<file path="config.mk">
export PLATFORM = sky130hd
export DESIGN_NAME = fusion_blend_flat
export DESIGN_NICKNAME = d
export VERILOG_FILES = /design/src/rtl/fusion_pkg.sv /design/src/rtl/fusion_blend_if.sv /design/src/rtl/fusion_detail_sel.sv /design/src/rtl/fusion_blend.sv /design/src/flat_wrapper.sv
export SDC_FILE = /design/constraint.sdc
export NUM_CORES = 1
export LEC_CHECK = 0
export ABC_AREA = 1
export CELL_PAD_IN_SITES_DETAIL_PLACEMENT = 0
export CELL_PAD_IN_SITES_GLOBAL_PLACEMENT = 1
export CORE_MARGIN = 4
export CORE_UTILIZATION = 38
export CTS_CLUSTER_DIAMETER = 200
export DETAILED_ROUTE_END_ITERATION = 10
export PLACE_DENSITY = 0.77
export SLEW_MARGIN = 10
export SYNTH_ARGS = -nofsm -noshare
export SYNTH_HDL_FRONTEND = slang
export SYNTH_SLANG_ARGS = --single-unit
</file>
<file path="constraint.sdc">
create_clock -name iclk -period 4.37 [get_ports iclk]
set_clock_uncertainty 0.15 [all_clocks]
set_input_delay 0.6555 -clock iclk [delete_from_list [all_inputs] [get_ports iclk]]
set_output_delay 0.6555 -clock iclk [all_outputs]
set_load 0.1 [all_outputs]
</file>
<file path="src/rtl/fusion_pkg.sv">
// fusion_blend shared definitions:
// mode codes, unity gain, saturating clamp.
package fusion_pkg;

  typedef logic [1:0] mode_t;

  localparam mode_t MODE_MAXABS = 2'd0;
  localparam mode_t MODE_AVG    = 2'd1;
  localparam mode_t MODE_O_ONLY = 2'd2;
  localparam mode_t MODE_BYPASS = 2'd3;

  localparam int GAIN_UNITY = 4;

  function automatic logic [31:0] sat_clamp(
    input  logic signed [31:0] v,
    input  int unsigned        w,
    output logic               sat
  );
    logic signed [31:0] hi;
    hi = $signed((32'd1 << w) - 32'd1);
    sat = 1'b0;
    sat_clamp = v;
    if (v < 0) begin
      sat = 1'b1;
      sat_clamp = '0;
    end else if (v > hi) begin
      sat = 1'b1;
      sat_clamp = hi;
    end
  endfunction

endpackage

</file>
<file path="src/rtl/fusion_blend_if.sv">
// fusion_blend pixel/stat bundle.
// master drives pixels, slave is the blender.
interface fusion_blend_if #(
  parameter int W      = 8,
  parameter int LUT_W  = 3,
  parameter int GAIN_W = 4,
  parameter int CNT_W  = 24
);
  logic              isync;
  logic              ivalid;
  logic [W-1:0]      idata_g_o;
  logic [W-1:0]      idata_y_o;
  logic [W-1:0]      idata_g_t;
  logic [W-1:0]      idata_y_t;
  logic [1:0]        imode;
  logic [GAIN_W-1:0] igain;
  logic              osync;
  logic              ovalid;
  logic [W-1:0]      odata;
  logic [LUT_W-1:0]  lut_o;
  logic              ostat_valid;
  logic [CNT_W-1:0]  opix_cnt;
  logic [CNT_W-1:0]  osat_cnt;

  modport master (
    output isync, ivalid,
    output idata_g_o, idata_y_o,
    output idata_g_t, idata_y_t,
    output imode, igain,
    input  osync, ovalid, odata, lut_o,
    input  ostat_valid, opix_cnt, osat_cnt
  );

  modport slave (
    input  isync, ivalid,
    input  idata_g_o, idata_y_o,
    input  idata_g_t, idata_y_t,
    input  imode, igain,
    output osync, ovalid, odata, lut_o,
    output ostat_valid, opix_cnt, osat_cnt
  );
endinterface

</file>
<file path="src/rtl/fusion_detail_sel.sv">
// fusion_blend S2: picks or merges the two
// signed details according to the pixel mode.
module fusion_detail_sel
  import fusion_pkg::*;
#(
  parameter int W = 8
) (
  input  logic              iclk,
  input  logic              rst_i,
  input  mode_t             mode,
  input  logic signed [W:0] d_o,
  input  logic signed [W:0] d_t,
  output logic signed [W:0] det
);

  logic signed [W+1:0] sum;
  logic signed [W:0]   mx;
  logic signed [W:0]   mn;
  logic signed [W:0]   sel;
  logic                any_pos;

  assign sum     = {d_o[W], d_o} + {d_t[W], d_t};
  assign mx      = (d_o > d_t) ? d_o : d_t;
  assign mn      = (d_o < d_t) ? d_o : d_t;
  assign any_pos = ~d_o[W] | ~d_t[W];

  // detail choice; ties fall to d_t
  always_comb begin
    sel = d_o;
    unique case (1'b1)
      (mode == MODE_MAXABS): sel = any_pos ? mx : mn;
      (mode == MODE_AVG):    sel = sum[W+1:1];
      (mode == MODE_O_ONLY): sel = d_o;
      default:               sel = d_o;
    endcase
  end

  // S2 register
  always_ff @(posedge iclk or negedge rst_i) begin
    if (!rst_i) det <= '0;
    else        det <= sel;
  end

endmodule

</file>
<file path="src/rtl/fusion_blend.sv">
// fusion_blend top: detail/base fusion, 4-stage
// pipe, sync/valid alignment and frame stats.
module fusion_blend
  import fusion_pkg::*;
#(
  parameter int PIXEL_DATA_W = 8,
  parameter int LUT_W        = 3,
  parameter int GAIN_W       = 4,
  parameter int CNT_W        = 24
) (
  input logic            iclk,
  input logic            rst_i,
  fusion_blend_if.slave  bus
);

  localparam int W  = PIXEL_DATA_W;
  localparam int DW = W + 1;
  localparam int PW = DW + GAIN_W + 1;

  localparam logic [0:0] ST_IDLE  = 1'b0;
  localparam logic [0:0] ST_FRAME = 1'b1;

  logic              isync_q;
  logic              rise_in;
  mode_t             mode_s;
  logic [GAIN_W-1:0] gain_s;
  mode_t             mode_in;
  logic [GAIN_W-1:0] gain_in;

  logic signed [DW-1:0] s1_do;
  logic signed [DW-1:0] s1_dt;
  logic [W-1:0]         s1_base;
  logic [W-1:0]         s1_y;
  mode_t                s1_mode;
  logic [GAIN_W-1:0]    s1_gain;
  logic                 s1_v;
  logic                 s1_s;

  logic signed [DW-1:0] s2_det;
  logic [W-1:0]         s2_base;
  logic [W-1:0]         s2_y;
  mode_t                s2_mode;
  logic [GAIN_W-1:0]    s2_gain;
  logic                 s2_v;
  logic                 s2_s;

  logic signed [PW-1:0] det_x;
  logic signed [PW-1:0] gain_x;
  logic signed [PW-1:0] prod;

  logic signed [PW-1:0] s3_sd;
  logic [W-1:0]         s3_base;
  logic [W-1:0]         s3_y;
  logic [LUT_W-1:0]     s3_lut;
  logic                 s3_byp;
  logic                 s3_v;
  logic                 s3_s;

  logic signed [31:0]   sum32;
  logic [31:0]          clamp_v;
  logic                 clamp_sat;

  logic [W-1:0]         s4_data;
  logic [LUT_W-1:0]     s4_lut;
  logic                 s4_v;
  logic                 s4_s;
  logic                 s4_sat;

  logic [0:0]           st;
  logic                 osync_q;
  logic [CNT_W-1:0]     pix_c;
  logic [CNT_W-1:0]     sat_c;
  logic                 stat_v;
  logic [CNT_W-1:0]     pix_r;
  logic [CNT_W-1:0]     sat_r;

  assign rise_in = bus.isync & ~isync_q;
  assign mode_in = rise_in ? bus.imode : mode_s;
  assign gain_in = rise_in ? bus.igain : gain_s;

  // shadow mode/gain latched at frame start
  always_ff @(posedge iclk or negedge rst_i) begin
    if (!rst_i) begin
      isync_q <= 1'b0;
      mode_s  <= MODE_MAXABS;
      gain_s  <= '0;
    end else begin
      isync_q <= bus.isync;
      if (rise_in) begin
        mode_s <= bus.imode;
        gain_s <= bus.igain;
      end
    end
  end

  // S1: details and averaged base
  always_ff @(posedge iclk or negedge rst_i) begin
    if (!rst_i) begin
      s1_do   <= '0;
      s1_dt   <= '0;
      s1_base <= '0;
      s1_y    <= '0;
      s1_mode <= MODE_MAXABS;
      s1_gain <= '0;
      s1_v    <= 1'b0;
      s1_s    <= 1'b0;
    end else begin
      s1_do   <= $signed({1'b0, bus.idata_y_o})
               - $signed({1'b0, bus.idata_g_o});
      s1_dt   <= $signed({1'b0, bus.idata_y_t})
               - $signed({1'b0, bus.idata_g_t});
      s1_base <= (bus.idata_g_o >> 1)
               + (bus.idata_g_t >> 1);
      s1_y    <= bus.idata_y_o;
      s1_mode <= mode_in;
      s1_gain <= gain_in;
      s1_v    <= bus.ivalid;
      s1_s    <= bus.isync;
    end
  end

  fusion_detail_sel #(
    .W (W)
  ) u_sel (
    .iclk  (iclk),
    .rst_i (rst_i),
    .mode  (s1_mode),
    .d_o   (s1_do),
    .d_t   (s1_dt),
    .det   (s2_det)
  );

  // S2 side-band alongside the detail select
  always_ff @(posedge iclk or negedge rst_i) begin
    if (!rst_i) begin
      s2_base <= '0;
      s2_y    <= '0;
      s2_mode <= MODE_MAXABS;
      s2_gain <= '0;
      s2_v    <= 1'b0;
      s2_s    <= 1'b0;
    end else begin
      s2_base <= s1_base;
      s2_y    <= s1_y;
      s2_mode <= s1_mode;
      s2_gain <= s1_gain;
      s2_v    <= s1_v;
      s2_s    <= s1_s;
    end
  end

  assign det_x  = PW'(s2_det);
  assign gain_x = $signed(PW'(s2_gain));
  assign prod   = det_x * gain_x;

  // S3: detail gain, Q.2 with floor
  always_ff @(posedge iclk or negedge rst_i) begin
    if (!rst_i) begin
      s3_sd   <= '0;
      s3_base <= '0;
      s3_y    <= '0;
      s3_lut  <= '0;
      s3_byp  <= 1'b0;
      s3_v    <= 1'b0;
      s3_s    <= 1'b0;
    end else begin
      s3_sd   <= prod >>> 2;
      s3_base <= s2_base;
      s3_y    <= s2_y;
      s3_lut  <= s2_det[LUT_W-1:0];
      s3_byp  <= (s2_mode == MODE_BYPASS);
      s3_v    <= s2_v;
      s3_s    <= s2_s;
    end
  end

  // S4 sum and clamp to pixel range
  always_comb begin
    sum32 = 32'(s3_sd) + $signed(32'(s3_base));
    clamp_v = sat_clamp(sum32, W, clamp_sat);
  end

  // S4 output register
  always_ff @(posedge iclk or negedge rst_i) begin
    if (!rst_i) begin
      s4_data <= '0;
      s4_lut  <= '0;
      s4_v    <= 1'b0;
      s4_s    <= 1'b0;
      s4_sat  <= 1'b0;
    end else begin
      s4_data <= s3_byp ? s3_y : W'(clamp_v);
      s4_lut  <= s3_lut;
      s4_v    <= s3_v;
      s4_s    <= s3_s;
      s4_sat  <= ~s3_byp & clamp_sat;
    end
  end

  // stats FSM follows the delayed sync
  always_ff @(posedge iclk or negedge rst_i) begin
    if (!rst_i) begin
      st      <= ST_IDLE;
      osync_q <= 1'b0;
      pix_c   <= '0;
      sat_c   <= '0;
      stat_v  <= 1'b0;
      pix_r   <= '0;
      sat_r   <= '0;
    end else begin
      osync_q <= s4_s;
      stat_v  <= 1'b0;
      unique case (st)
        ST_IDLE: begin
          if (s4_s & ~osync_q) begin
            st    <= ST_FRAME;
            pix_c <= CNT_W'(s4_v);
            sat_c <= CNT_W'(s4_v & s4_sat);
          end
        end
        ST_FRAME: begin
          if (!s4_s) begin
            st     <= ST_IDLE;
            pix_r  <= pix_c;
            sat_r  <= sat_c;
            stat_v <= 1'b1;
          end else begin
            if (s4_v && pix_c != '1)
              pix_c <= pix_c + 1'b1;
            if (s4_v && s4_sat && sat_c != '1)
              sat_c <= sat_c + 1'b1;
          end
        end
        default: st <= ST_IDLE;
      endcase
    end
  end

  assign bus.odata       = s4_data;
  assign bus.lut_o       = s4_lut;
  assign bus.ovalid      = s4_v;
  assign bus.osync       = s4_s;
  assign bus.ostat_valid = stat_v;
  assign bus.opix_cnt    = pix_r;
  assign bus.osat_cnt    = sat_r;

endmodule

</file>
<file path="src/flat_wrapper.sv">
// flat-port wrapper written by rule: the top's interface ports become plain ports
module fusion_blend_flat import fusion_pkg::*;
#(
  parameter int PIXEL_DATA_W = 8,
  parameter int LUT_W        = 3,
  parameter int GAIN_W       = 4,
  parameter int CNT_W        = 24
)
  (iclk, rst_i, bus_isync, bus_ivalid, bus_idata_g_o, bus_idata_y_o, bus_idata_g_t, bus_idata_y_t, bus_imode, bus_igain, bus_osync, bus_ovalid, bus_odata, bus_lut_o, bus_ostat_valid, bus_opix_cnt, bus_osat_cnt);
  fusion_blend_if #(.W(8), .LUT_W(LUT_W), .GAIN_W(GAIN_W), .CNT_W(CNT_W)) bus_i ();
  input logic iclk;
  input logic rst_i;
  input wire logic [$bits(bus_i.isync)-1:0] bus_isync;
  input wire logic [$bits(bus_i.ivalid)-1:0] bus_ivalid;
  input wire logic [$bits(bus_i.idata_g_o)-1:0] bus_idata_g_o;
  input wire logic [$bits(bus_i.idata_y_o)-1:0] bus_idata_y_o;
  input wire logic [$bits(bus_i.idata_g_t)-1:0] bus_idata_g_t;
  input wire logic [$bits(bus_i.idata_y_t)-1:0] bus_idata_y_t;
  input wire logic [$bits(bus_i.imode)-1:0] bus_imode;
  input wire logic [$bits(bus_i.igain)-1:0] bus_igain;
  output wire logic [$bits(bus_i.osync)-1:0] bus_osync;
  output wire logic [$bits(bus_i.ovalid)-1:0] bus_ovalid;
  output wire logic [$bits(bus_i.odata)-1:0] bus_odata;
  output wire logic [$bits(bus_i.lut_o)-1:0] bus_lut_o;
  output wire logic [$bits(bus_i.ostat_valid)-1:0] bus_ostat_valid;
  output wire logic [$bits(bus_i.opix_cnt)-1:0] bus_opix_cnt;
  output wire logic [$bits(bus_i.osat_cnt)-1:0] bus_osat_cnt;
  assign bus_i.isync = bus_isync;
  assign bus_i.ivalid = bus_ivalid;
  assign bus_i.idata_g_o = bus_idata_g_o;
  assign bus_i.idata_y_o = bus_idata_y_o;
  assign bus_i.idata_g_t = bus_idata_g_t;
  assign bus_i.idata_y_t = bus_idata_y_t;
  assign bus_i.imode = bus_imode;
  assign bus_i.igain = bus_igain;
  assign bus_osync = bus_i.osync;
  assign bus_ovalid = bus_i.ovalid;
  assign bus_odata = bus_i.odata;
  assign bus_lut_o = bus_i.lut_o;
  assign bus_ostat_valid = bus_i.ostat_valid;
  assign bus_opix_cnt = bus_i.opix_cnt;
  assign bus_osat_cnt = bus_i.osat_cnt;
  fusion_blend #(.PIXEL_DATA_W(PIXEL_DATA_W), .LUT_W(LUT_W), .GAIN_W(GAIN_W), .CNT_W(CNT_W)) u_core (.iclk(iclk), .rst_i(rst_i), .bus(bus_i));
endmodule
</file>
==> metrics.txt <==
relative slew slack 32.8%; GR Util All Layers 16.3%; drt initial violations 568; largest net degree at the start of global routing 95; Cells after DPL 1905; max cap viols 0; crit-path max FO 9; first-pass GRT wire length 47500 µm; final worst path period share 79.8%; CTS tree done; initial core utilization 38.6%; Die Ht 187 µm; Setup-failing EPs final 0; switching pwr 3.05 mW; crit path cell chain nand2_1 -> inv_1 -> ha_1 -> fa_1 -> inv_1 -> fa_1 -> inv_1 -> ha_1 -> a21oi_1 -> nand2_1 -> nand4_1 -> nand3_1 -> nand2_1 -> nand2_1 -> a21oi_1 -> xnor2_1; Slowest cell on crit path fa_1; chip width 187 µm; RR Startpoint u_core.s2_gain[2]; synthesis-stage register bit count 222; CTS sink cnt 222; slew at the pin with the worst max-slew slack 1.00 ns; switching share of total power 39.6%; Pint 4.64 mW; Clock Root Buffer clkbuf_16; initial antenna violation count 0; Comb power frac 38.9%; final hold vios 0; row cnt 65; dominant cell type by area after synthesis dfrtp_1; most used cell, CP nand2_1; Ant. Diodes 0; hold path start u_core.s2_v; core area 31600 µm²; FILL cells 3103; Post-Syn Area per Cell 8.57 µm²; H-tree Lvls 1; CTS clk-pin slew, worst paths 0.06 ns; I/O pins 104; Bufs on Longest Clock Path 3; number of flops mapped to enable cells by yosys 0; Post-Synthesis Cells 1425; routability congestion estimate from global placement 0.850; Async SR Flop Fraction 100%; nets@finish 1673; PortBufs 103; Period minus WS final 3.49 ns; fin cells 1950; Synth top area share 45.5%; Post-route DRC 0; worst path bufs/invs 3; Crit Path Class reg2reg; share of cells above drive strength 1 6.14%; register area share after synthesis 45.5%; final setup TNS 0 ns; Layout area overhead 18.6%; Hold/Removal Path Class reg2reg; Area contributors post-synth dfrtp_1, nand2_1, ha_1, inv_1, nand3_1; synth warn 0; Mapped Area 12200 µm²; Worst-Skew Late Latency 0.52 ns; Max IR drop VDD 0.304 mV; pwr dens 531 nW/µm²; Arrival @ worst endpoint 3.78 ns; outcome completed; crit path from u_core.s2_gain[2]; Detailed Place HPWL 22000 µm; Hold WS 0.189 ns; delay-heaviest family, CP adder cells; number of routed nets with antenna violations 0; drt total wl 28500 µm; syn nets 1567; wire length per cell 14.6 µm; Vias/cell 4.88; vias 9517; dominant synthesized flop cell dfrtp_1; number of global-route vias before repair 9383; Critical Path Max Stage Delay 0.53 ns; Leakage 7.11 nW; CP startpoint kind register; Worst setup EP type register; drt first pass iters 5; RSZ-0062 raised after global routing no; total CTS buffers 25; total gr overflow 0; achievable frequency 287 MHz; max-slew violations 0; part of the power in registers 33.8%; post-synthesis cell type count 44; Clock power frac 27.3%; Critical Path RT 4.67 ns; area of the die 35100 µm²
[stage by stage]
stage,utilization (%),cell area (µm²),setup slack [ns],power (mW)
6_report,45.7,14500,0.881,7.69
5_1_grt,45.7,14500,0.610,8.25
4_1_cts,45.7,14500,0.874,7.80
3_5_place_dp,43.1,13600,0.862,5.65
3_3_place_gp,43.1,13600,0.880,5.64
2_1_floorplan,-,12200,0.995,4.89
[synthesized netlist by cell type (2+ instances only)]
master	count
xnor2_1	11
a21o_1	3
nor3_1	24
nand4_1	38
nand2_2	4
nor2_1	64
nand2_1	332
nand2_4	2
buf_2	7
dfrtp_1	222
mux2_2	5
nand3_1	103
o21bai_1	5
inv_1	226
o211ai_1	5
nor3_2	2
o21ai_1	41
inv_2	6
nand3_2	5
a21oi_2	2
fa_1	24
clkbuf_1	12
buf_6	5
o21ai_0	66
nor2_2	3
nor3b_1	3
nor4_1	6
a21oi_1	50
buf_1	7
or2_2	2
o21ai_2	10
xor2_1	43
ha_1	76
[power by group through the flow]
stage          registers [mW]  logic, mW  clock network [mW]
2_1_floorplan            2.97       1.92                   0
3_3_place_gp             2.63       3.00                   0
3_5_place_dp             2.64       3.01                   0
4_1_cts                  2.60       3.03                2.17
5_1_grt                  2.63       3.39                2.23
6_report                 2.60       2.99                2.10
[cell families (layout without fill, tap and decap cells)]
| logic type | count (synthesis) | in the layout | synth area share (%) |
|---|---|---|---|
| AO/OA/AOI/OAI | 186 | 186 | 8.33 |
| XOR/XNOR | 54 | 54 | 3.87 |
| AND/OR/NAND/NOR | 592 | 592 | 21.4 |
| flip-flops | 222 | 222 | 45.5 |
| multiplexers | 5 | 5 | 0.461 |
| adder cells (fa/ha/maj) | 100 | 100 | 11.7 |
| buffers and inverters | 266 | 389 | 8.73 |
[cell type report]
cell class | instances | area, µm² | area share, %
Clock inverter | 11 | 121 | 0.839
Inverter | 233 | 875 | 6.04
Timing Repair Buffer | 112 | 1120 | 7.73
Sequential cell | 222 | 5560 | 38.4
Clock buffer | 33 | 716 | 4.95
Tap cell | 402 | 503 | 3.48
Multi-Input combinational cell | 937 | 5580 | 38.6
[flip-flops by register name, summed over array words and instances (netlist names), 9 cells and up]
signal and count:
u_core.s1_do 9, u_core.s3_sd 12, u_core.bus.opix_cnt 24, u_core.sat_c 24
u_core.bus.osat_cnt 24, u_core.s1_dt 9, u_core.pix_c 24, u_core.u_sel.det 9
[cell usage in the layout (no fill, tap or decap), drive strengths merged, types with 3 or more instances in the layout]
cell type / instances
nor3: 26
ha: 76
mux2: 5
xor2: 43
a21oi: 52
o211ai: 5
nor3b: 3
nor4: 6
xnor2: 11
dfrtp: 222
inv: 233
clkinv: 7
nor2: 67
clkbuf: 33
nand3: 108
a21o: 3
nand2: 338
o21ai: 117
clkdlybuf4s50: 102
fa: 24
buf: 9
o21bai: 5
nand4: 39
[worst paths after layout]
path / to / slack, ns / cells past startpoint
max: u_core.s3_sd[10] / 0.88 / 16
min: u_core.s3_v / 0.19 / 0
max reg2reg: u_core.s3_sd[10] / 0.88 / 16
min reg2reg: u_core.s3_v / 0.19 / 0
max in group asynchronous: u_core.bus.osat_cnt[16] / 2.55 / 3
min in group asynchronous: u_core.bus.opix_cnt[15] / 0.56 / 2
[per-layer routing]
| layer | up-vias | wire length, µm | part of all wire (%) | track usage (%) |
|---|---|---|---|---|
| met5 | - | 0 | 0 | 0 |
| met4 | 0 | 904 | 3.2 | 4.81 |
| met3 | 55 | 1080 | 3.8 | 2.02 |
| met2 | 229 | 13300 | 47 | 27.6 |
| met1 | 4437 | 13200 | 46 | 22.0 |
| li1 | 4796 | - | - | - |
[timing repair]
item,in CTS,in global routing
hold endpoints to repair,20,0
gates resized for setup,0,0
hold buffers,1,0
setup buffers,0,0
Power figures use the tool's default switching activity.
